## src/rtl/dw_pkg.sv

```systemverilog
// ---------------------------------------------------------------------------
// dw_pkg
// Shared defaults and FSM encoding for the depthwise-conv SIMD sequencer.
// No ports. Imported by dw_seq_addr_gen and dw_simd_sequencer.
// ---------------------------------------------------------------------------
package dw_pkg;

    localparam int DW_NUM_PE         = 16;
    localparam int DW_DATA_WIDTH     = 8;
    localparam int DW_OUT_DATA_WIDTH = 32;
    localparam int DW_FILTER_SIZE    = 9;
    localparam int DW_ADDR_WIDTH     = 18;
    localparam int DW_WIN_WIDTH      = 15;

    typedef enum logic [1:0] {
        ST_IDLE  = 2'd0,
        ST_RUN   = 2'd1,
        ST_DRAIN = 2'd2,
        ST_DONE  = 2'd3
    } seq_state_e;

endpackage

```

## src/rtl/dw_seq_addr_gen.sv

```systemverilog
// ---------------------------------------------------------------------------
// dw_seq_addr_gen
// Window/beat counters for the sequencer. mem_addr = win*FILTER_SIZE + beat,
// kept as a running window base plus beat offset so no multiplier is needed.
// Ports:
//   clk, reset      clock, sync active-high reset
//   clear           restart counters at window 0 / beat 0 (start accepted)
//   adv             a beat address was issued this cycle; step to the next
//   last_win        index of the final window of the run
//   win             current window index
//   mem_addr        buffer address of the current beat
//   first_beat      current beat is beat 0
//   last_beat       current beat is beat FILTER_SIZE-1
//   final_beat      last beat of the final window
// ---------------------------------------------------------------------------
module dw_seq_addr_gen
    import dw_pkg::*;
#(
    parameter int ADDR_WIDTH  = DW_ADDR_WIDTH,
    parameter int WIN_WIDTH   = DW_WIN_WIDTH,
    parameter int FILTER_SIZE = DW_FILTER_SIZE
)(
    input  logic                  clk,
    input  logic                  reset,
    input  logic                  clear,
    input  logic                  adv,
    input  logic [WIN_WIDTH-1:0]  last_win,
    output logic [WIN_WIDTH-1:0]  win,
    output logic [ADDR_WIDTH-1:0] mem_addr,
    output logic                  first_beat,
    output logic                  last_beat,
    output logic                  final_beat
);

    localparam int BEAT_W = (FILTER_SIZE > 1) ? $clog2(FILTER_SIZE) : 1;

    logic [BEAT_W-1:0]     beat;
    logic [ADDR_WIDTH-1:0] base;

    always_ff @(posedge clk) begin
        if (reset || clear) begin
            win  <= '0;
            beat <= '0;
            base <= '0;
        end else if (adv) begin
            if (last_beat) begin
                beat <= '0;
                // The counter never wraps past the final window.
                if (!final_beat) begin
                    win  <= win + WIN_WIDTH'(1);
                    base <= base + ADDR_WIDTH'(FILTER_SIZE);
                end
            end else begin
                beat <= beat + BEAT_W'(1);
            end
        end
    end

    assign first_beat = (beat == '0);
    assign last_beat  = (beat == BEAT_W'(FILTER_SIZE - 1));
    assign final_beat = last_beat && (win == last_win);
    assign mem_addr   = base + ADDR_WIDTH'(beat);

endmodule

```

## src/rtl/dw_simd_sequencer.sv

```systemverilog
// ---------------------------------------------------------------------------
// dw_simd_sequencer
// Streams FILTER_SIZE kernel/activation beats per window from two sync-read
// buffers into the SIMD array, then captures the window Result into an
// output register with a valid/ready handshake.
//
// Pipeline: stage A issues mem_rd/mem_addr; stage D (next cycle) presents the
// returned buffer data as Kernel/Input_Act with first_data on beat 0. Cycles
// with no beat in D drive zeros so the SIMD accumulator holds its value.
//
// Ports:
//   clk, reset          clock, sync active-high reset
//   start, num_windows  begin a run of num_windows windows (ignored when busy)
//   busy, done          run in progress / 1-cycle completion pulse
//   mem_addr, mem_rd    shared read address/strobe for kernel and act buffers
//   k_rdata, a_rdata    buffer read data (one cycle after mem_rd)
//   first_data, Kernel, Input_Act   beat stream to the SIMD array
//   Result              SIMD window sum, valid one cycle after the last beat
//   out_valid, out_ready, out_data, out_win   captured result handshake
//   perf_cycles, perf_stalls (only with DW_SEQ_PERF_CNT_EN defined)
//                       busy-cycle and boundary-stall counters, saturating
// ---------------------------------------------------------------------------
module dw_simd_sequencer
    import dw_pkg::*;
#(
    parameter int NUM_PE         = DW_NUM_PE,
    parameter int DATA_WIDTH     = DW_DATA_WIDTH,
    parameter int OUT_DATA_WIDTH = DW_OUT_DATA_WIDTH,
    parameter int FILTER_SIZE    = DW_FILTER_SIZE,
    parameter int ADDR_WIDTH     = DW_ADDR_WIDTH,
    parameter int WIN_WIDTH      = DW_WIN_WIDTH
)(
    input  logic                             clk,
    input  logic                             reset,
    input  logic                             start,
    input  logic [WIN_WIDTH-1:0]             num_windows,
    output logic                             busy,
    output logic                             done,
    output logic [ADDR_WIDTH-1:0]            mem_addr,
    output logic                             mem_rd,
    input  logic [NUM_PE*DATA_WIDTH-1:0]     k_rdata,
    input  logic [NUM_PE*DATA_WIDTH-1:0]     a_rdata,
    output logic                             first_data,
    output logic [NUM_PE*DATA_WIDTH-1:0]     Kernel,
    output logic [NUM_PE*DATA_WIDTH-1:0]     Input_Act,
    input  logic [NUM_PE*OUT_DATA_WIDTH-1:0] Result,
    output logic                             out_valid,
    input  logic                             out_ready,
    output logic [NUM_PE*OUT_DATA_WIDTH-1:0] out_data,
    output logic [WIN_WIDTH-1:0]             out_win
`ifdef DW_SEQ_PERF_CNT_EN
    ,
    output logic [31:0]                      perf_cycles,
    output logic [31:0]                      perf_stalls
`endif
);

    seq_state_e           state;
    logic [WIN_WIDTH-1:0] num_last;
    logic [WIN_WIDTH-1:0] win_p0;
    logic [WIN_WIDTH-1:0] cap_win;
    logic                 first_beat_p0, last_beat_p0, final_beat_p0;
    logic                 vld_p1, first_p1, last_p1;
    logic                 cap_pend;
    logic                 issue, start_acc, capture, accept;

    assign start_acc = (state == ST_IDLE) && start;

    // Only beat 0 may stall: wait while an earlier result still awaits
    // capture, or while the previous window's last beat sits in D and the
    // output register is occupied (its capture could not be guaranteed).
    assign issue   = (state == ST_RUN) &&
                     !(first_beat_p0 && (cap_pend || (last_p1 && out_valid)));
    assign capture = cap_pend && (!out_valid || out_ready);
    assign accept  = out_valid && out_ready;

    dw_seq_addr_gen #(
        .ADDR_WIDTH (ADDR_WIDTH),
        .WIN_WIDTH  (WIN_WIDTH),
        .FILTER_SIZE(FILTER_SIZE)
    ) u_addr_gen (
        .clk       (clk),
        .reset     (reset),
        .clear     (start_acc),
        .adv       (issue),
        .last_win  (num_last),
        .win       (win_p0),
        .mem_addr  (mem_addr),
        .first_beat(first_beat_p0),
        .last_beat (last_beat_p0),
        .final_beat(final_beat_p0)
    );

    assign mem_rd = issue;

    // ---- stage A -> stage D boundary ----
    always_ff @(posedge clk) begin
        if (reset) begin
            state     <= ST_IDLE;
            busy      <= 1'b0;
            done      <= 1'b0;
            num_last  <= '0;
            vld_p1    <= 1'b0;
            first_p1  <= 1'b0;
            last_p1   <= 1'b0;
            cap_win   <= '0;
            cap_pend  <= 1'b0;
            out_valid <= 1'b0;
            out_data  <= '0;
            out_win   <= '0;
        end else begin
            vld_p1   <= issue;
            first_p1 <= issue && first_beat_p0;
            last_p1  <= issue && last_beat_p0;
            if (issue && last_beat_p0)
                cap_win <= win_p0;

            // ---- stage D -> capture boundary ----
            if (last_p1)
                cap_pend <= 1'b1;
            else if (capture)
                cap_pend <= 1'b0;

            // A same-cycle capture keeps out_valid high over an accept.
            if (capture) begin
                out_data  <= Result;
                out_win   <= cap_win;
                out_valid <= 1'b1;
            end else if (accept) begin
                out_valid <= 1'b0;
            end

            done <= 1'b0;
            case (state)
                ST_IDLE: begin
                    if (start) begin
                        if (num_windows == '0) begin
                            state <= ST_DONE;
                            done  <= 1'b1;
                        end else begin
                            state    <= ST_RUN;
                            busy     <= 1'b1;
                            num_last <= num_windows - WIN_WIDTH'(1);
                        end
                    end
                end
                ST_RUN: begin
                    if (issue && final_beat_p0)
                        state <= ST_DRAIN;
                end
                ST_DRAIN: begin
                    // Final window has left D and been captured; finish on its accept.
                    if (!cap_pend && !vld_p1 && accept) begin
                        state <= ST_DONE;
                        busy  <= 1'b0;
                        done  <= 1'b1;
                    end
                end
                ST_DONE: state <= ST_IDLE;
                default: state <= ST_IDLE;
            endcase
        end
    end

    assign first_data = first_p1;
    assign Kernel     = vld_p1 ? k_rdata : '0;
    assign Input_Act  = vld_p1 ? a_rdata : '0;

`ifdef DW_SEQ_PERF_CNT_EN
    function automatic logic [31:0] sat_inc(input logic [31:0] v);
        return (v == '1) ? v : v + 32'd1;
    endfunction

    logic stall;
    assign stall = (state == ST_RUN) && !issue;

    always_ff @(posedge clk) begin
        if (reset || start_acc) begin
            perf_cycles <= '0;
            perf_stalls <= '0;
        end else begin
            if (busy)
                perf_cycles <= sat_inc(perf_cycles);
            if (stall)
                perf_stalls <= sat_inc(perf_stalls);
        end
    end
`endif

endmodule

```

## config.mk

```make
export PLATFORM = sky130hd
export DESIGN_NAME = dw_simd_sequencer
export DESIGN_NICKNAME = d
export VERILOG_FILES = /design/src/rtl/dw_pkg.sv /design/src/rtl/dw_seq_addr_gen.sv /design/src/rtl/dw_simd_sequencer.sv
export SDC_FILE = /design/constraint.sdc
export NUM_CORES = 1
export LEC_CHECK = 0
export BUFFER_PORTS_ARGS = -buffer_cell sky130_fd_sc_hd__buf_2
export CAP_MARGIN = 10
export CELL_PAD_IN_SITES_DETAIL_PLACEMENT = 1
export CELL_PAD_IN_SITES_GLOBAL_PLACEMENT = 2
export CORE_AREA = 4 4 620 622
export DETAILED_ROUTE_END_ITERATION = 16
export DIE_AREA = 0 0 624 626
export PLACE_DENSITY = 0.37
export SLEW_MARGIN = 20
export SYNTH_ARGS = -nofsm -noshare
export SYNTH_HDL_FRONTEND = slang
export SYNTH_SLANG_ARGS = --single-unit
export TNS_END_PERCENT = 1
```

## constraint.sdc

```tcl
create_clock -name clk -period 3.3 [get_ports clk]
set_input_delay 0.33 -clock clk [delete_from_list [all_inputs] [get_ports clk]]
set_output_delay 0.33 -clock clk [all_outputs]
set_load 0.01 [all_outputs]
```

* Yosys cells after proc, flatten, opt, wreduce, memory -nomap -nowiden
Index checks and enable logic that the tools add are counted.
** Operators by class
- $add $sub $neg :: 5
- $mul :: 0
- Div/mod/pow operators :: 0
- Magnitude comparators :: 0
- Equality and inequality tests :: 9
- Shift operators :: 0
- Mux-type cells :: 20
- Bitwise operators :: 2
- Reductions and logical operators :: 29
** Operators with widths (number)
- $mux 128 :: 2
- $add 18x4->18 :: 1
- $add 18x4->18 const B :: 1
- $add 15x1->15 const B :: 1
- $eq 15x15->1 :: 1
- $logic_not 15->1 :: 1
- $sub 15x1->15 const B :: 1
- $logic_and 1x1->1 :: 12
- $mux 1 :: 10
- $reduce_and 3->1 :: 3
- $mux 2 :: 4
- $pmux 2 s4 :: 1
- $ne 2x2->1 const B :: 3
- $reduce_bool 2->1 :: 3
- $add 4x1->4 const B :: 1
- $eq 2x2->1 const B :: 2
- $eq 4x4->1 const B :: 1
- $logic_not 1->1 :: 4
- $logic_not 4->1 :: 1
- $mux 4 :: 1
- $pmux 1 s2 :: 2
- $reduce_and 4->1 :: 1
- $logic_or 1x1->1 :: 3
- $eq 2x1->1 const B :: 1
- 3 further kinds :: 4
** Word-level totals
- Bits in registers :: 603
- Latch bits :: 0
- Bits in writable memories :: 0
- ROM bits :: 0
- Input port bits :: 787
- Output and inout port bits :: 806
- Memories :: 0

* Logic depth before layout (Yosys ltp)
- Word-level depth :: 8
- Gate-level depth with buffers :: 9
- Depth with buffers taken out :: 8

* Modules after synthesis
A second synthesis with hierarchy kept.
** Unflattened totals
- Cell total of the unflattened synthesis :: 3062
- Area, all modules :: 24111.9 µm²
** By module, submodules not included
- dw_simd_sequencer :: times used 1, cells an instance 2761, area each 21510.6 µm², seq. area each 11330.9 µm²
- dw_seq_addr_gen :: times used 1, cells an instance 301, area each 2601.2 µm², seq. area each 740.7 µm²

* Least setup slack after synthesis
OpenSTA, ideal clock, no wires.
- Kind :: register -> output
- From :: reg u_addr_gen.beat[0]
- To :: out mem_addr[14]
- Arrival :: 1.876 ns
- Required time :: 2.970 ns
- Setup slack :: 1.094 ns
- Cell stages (with the launch flop) :: 9
- Buffers on the path :: 0
- Cells stage by stage :: dfxtp_1 -> ha_1 -> inv_1 -> fa_1 -> nor2b_1 -> o21ai_0 -> a21o_1 -> nor3_1 -> xor2_1
** Between the ends
- Longest elaborated chain between the ends :: 1
** RTL lines
- from (decl) :: RTL line dw_seq_addr_gen.sv:37 : logic [BEAT_W-1:0] beat;
- from (signal assigned) :: RTL line dw_seq_addr_gen.sv:54 : beat <= beat + BEAT_W'(1);
- $add 18x4->18 :: RTL line dw_seq_addr_gen.sv:62 : assign mem_addr = base + ADDR_WIDTH'(beat);
- to (decl) :: RTL line dw_simd_sequencer.sv:39 : output logic [ADDR_WIDTH-1:0] mem_addr,
Every way passes these cells.

* Worst setup path in the final report
- From :: reg u_addr_gen.base[0]
- To :: out mem_addr[14]
** Between the ends
- Longest elaborated chain between the ends :: 1
** RTL lines
- from (decl) :: RTL line dw_seq_addr_gen.sv:38 : logic [ADDR_WIDTH-1:0] base;
- from (signal assigned) :: RTL line dw_seq_addr_gen.sv:51 : base <= base + ADDR_WIDTH'(FILTER_SIZE);
- $add 18x4->18 :: RTL line dw_seq_addr_gen.sv:62
Every way passes these cells.

==> impl_metrics.tcl <==
set metrics [dict create \
    status "completed" \
    muxShareOfSynthArea 0 \
    crit_start "u_addr_gen.base[0]$_SDFFE_PP0P_" \
    fmax_ghz 0.320 \
    cp_cell_sequence "ha_1 -> inv_1 -> fa_2 -> nor2b_1 -> o21ai_1 -> a21o_2 -> nor3_2 -> xor2_1 -> buf_2" \
    rows 226 \
    leakagePower_nw 19.2 \
    crit_arrival_ns 2.79 \
    wl_per_cell_um 25.7 \
    cp.required_ns 2.97 \
    clk_pin_slew_ns 0.06 \
    rsz0062_at_grt "false" \
    final_core_util 0.122 \
    synth_edf_count 0 \
    synth_compound_gate_area_share 0.142 \
    synth_xor_area_frac 0.0163 \
    die-area_um2 391000 \
    drv_cap 0 \
    ys_warn_count 0 \
    regToRegSetupSlack_ns 0.64 \
    combPwrFrac 0.158 \
    fin_crit_ns 3.12 \
    synthFlopType "dfxtp_1" \
    ys_top_cells_by_area "dfxtp_1, nand2_1, a21oi_1" \
    routed_via_density 2.97 \
    seqCellArea_um2 12100 \
    reg2reg_to "u_addr_gen.base[15]$_SDFFE_PP0P_" \
    antenna_found_initial 157 \
    cts_tree "built" \
    yosysUniqueCellTypes 50 \
    clk-insertion-delay-late_ns 0.81 \
    initial_core_util 0.0625 \
    multi_input_comb_area_um2 10600 \
    finalSetupViolations 0 \
    grt_usage 0.129 \
    end_kind "output pin" \
    power.net_switching_mw 6.42 \
    root_buffer "clkbuf_16" \
    grt_util_met3 0.0540 \
    placed_cell_area_um2 37600 \
    die_w_um 624 \
    seq_area_frac_synth 0.510 \
    io_buffer_count 1592 \
    drtIter0Drc 1139 \
    grt_pass1_wl_um 334000 \
    synth_top_family_by_area "simple AND/OR/NAND/NOR gates" \
    use_met1 0.115 \
    grt_max_degree 124 \
    drt-total-wl_um 263000 \
    htreeDepth 3 \
    drc 0 \
    power_mw 21.5 \
    cp_max_fo 5 \
    synth_area_um2 23600 \
    syn_inst 3076 \
    fin_area_um2 46300 \
    chipHeight_um 626 \
    synth-simple-area-share 0.281 \
    slew_headroom 0.521 \
    hp-class "in -> reg" \
    cts_buffers 96 \
    yosysTopAreaCellShare 0.510 \
    crit_family "adder cells" \
    grt_use_met2 0.257 \
    pwr-share-clk 0.494 \
    worst_setup_path_start_kind "register" \
    worst_clock_skew_ns 0.0285 \
    synth_area_leader_cell "dfxtp_1" \
    vdd_drop_max_mv 0.339 \
    tightest_slew_ns 0.719 \
    r2r_start "u_addr_gen.beat[1]$_SDFFE_PP0N_" \
    core_area_um2 378000 \
    grt-busiest-layer "met2" \
    critPathCapture "mem_addr[14]" \
    worst_path_max_delay_cell "dfxtp_2" \
    p_sw_frac 0.299 \
    async_reset_ff_frac 0 \
    final_nets 5927 \
    numClockSinks 603 \
    ios 1593 \
    cp_num_cells 9 \
    drt_pass1_iterations 5 \
    cellPowerDensity_nw_per_um2 464 \
    seq_power_share 0.347 \
    vias 30400 \
    final_common_cell "buf_2" \
    drv_slew 0 \
    ys_seq_elements 603 \
    critical_path_class "reg -> out" \
    worst-path-buf-inv 2 \
    p_int_mw 15.1 \
    fill_cells 45500 \
    crit_path_max_incr_delay_ns 0.37 \
    yosys.area_share.adder 0.00772 \
    area_growth_pct 96.0 \
    syn_nets 3877 \
    post-route-period-util 0.946 \
    layout-drive-gt1-share 0.349 \
    rr_worst_depth 7 \
    hold_viol_final 0 \
    setup-tns-final_ns 0 \
    layout_common_cells "buf_2, nand2_1, dfxtp_1, a21oi_1, dlygate4sd3_1" \
    ant_nets 0 \
    syn_avg_cell_area_um2 7.69 \
    overflow 0 \
    grt_pass1_vias 32400 \
    dp_hpwl_um 225000 \
    cts_max_path_buffers 4 \
    gp_congestion 0.906 \
]
-- per-layer routing --
metal	routed length, um	vias up
met3	24600	406
met4	9570	40
met1	82600	14700
met2	146000	1070
met5	256	-
li1	-	14100
-- power by group through the flow --
stage / clock network [mW] / logic [mW] / registers, mW
2_1_floorplan: 0 / 1.08 / 7.56
3_3_place_gp: 0 / 2.90 / 7.63
3_5_place_dp: 0 / 2.91 / 7.63
4_1_cts: 11.3 / 3.56 / 7.47
5_1_grt: 11.4 / 3.70 / 7.48
6_report: 10.6 / 3.41 / 7.47
-- how the worst min path moves through the flow --
stage                                     from                    endpoint  slack (ns)  depth (start not counted)
CTS                             num_windows[1]    num_last[7]$_SDFFE_PP0P_        0.02                          4
floorplan                       num_windows[0]    num_last[0]$_SDFFE_PP0P_        0.43                          1
finish                          num_windows[1]    num_last[7]$_SDFFE_PP0P_         0.1                          4
global placement    out_data[337]$_SDFFE_PP0P_  out_data[337]$_SDFFE_PP0P_        0.44                          2
global route                    num_windows[1]    num_last[1]$_SDFFE_PP0P_        0.09                          4
detailed placement  out_data[256]$_SDFFE_PP0P_  out_data[256]$_SDFFE_PP0P_        0.45                          2
-- per-stage QoR --
| stage | hold slack (ns) | worst slack (ns) | instances |
|---|---|---|---|
| after floorplan | 0.426 | 1.09 | 3076 |
| after global placement | 0.439 | 0.653 | 9493 |
| after detailed placement | 0.445 | 0.592 | 9493 |
| after CTS | 0.0241 | 0.0484 | 10200 |
| after global routing | 0.0938 | 0.00622 | 10200 |
| final | 0.0990 | 0.178 | 10200 |
-- synth_stat cells, types with 2 or more instances --
cell type	count
nand2_1	1112
o21ai_0	19
xnor2_1	18
and2_1	258
nor2b_1	5
xor2_1	26
or4_1	13
ha_1	13
nor4_1	2
o31ai_1	13
nand3b_1	2
and3_1	6
or3_1	18
nand3_1	16
nor4_2	5
a21oi_1	583
buf_6	2
nor3_1	8
clkbuf_1	206
nor2_1	41
a311oi_1	4
dfxtp_1	603
buf_1	5
nand4_1	17
o21ai_1	4
a211oi_1	13
buf_2	23
o41ai_1	3
a21o_1	3
inv_1	14
buf_4	2
-- flip-flops by register name, summed over array words and instances (netlist names) --
register and count:
out_data 512, u_addr_gen.base 18, cap_win 15, num_last 15, out_win 15, u_addr_gen.win 15, u_addr_gen.beat 4, state 2
busy 1, cap_pend 1, done 1, first_data 1, last_p1 1, out_valid 1, vld_p1 1
-- worst min-delay path, cell delays in order --
cell and delay [ns]:
buf_2 0.09, inv_1 0.07, nand4_1 0.21, a311oi_1 0.13
-- final cells by class --
type	instances	area share
Antenna cell	33	0.00178
Clock buffer	132	0.0589
Clock inverter	37	0.00910
Inverter	14	0.00113
Multi-Input combinational cell	2220	0.229
Sequential cell	603	0.261
Tap cell	5016	0.135
Timing Repair Buffer	2191	0.304
-- repair_timing --
item / 4_1_cts / 5_1_grt
setup buffers: 1 / 0
pin swaps: 1 / 1
hold buffers: 550 / 0
endpoints found under the setup margin: 4 / 3
gates resized for setup: 5 / 4
endpoints found under the hold margin: 532 / 0
-- kinds of logic after synthesis --
kind of cell	count (synthesis)
and+or+nand+nor	1514
AOI/OAI and AO/OA	648
DFF	603
buffers and inverters	253
xor gates and xnor gates	44
adders and majority gates	14
Power figures use the tool's default switching activity.
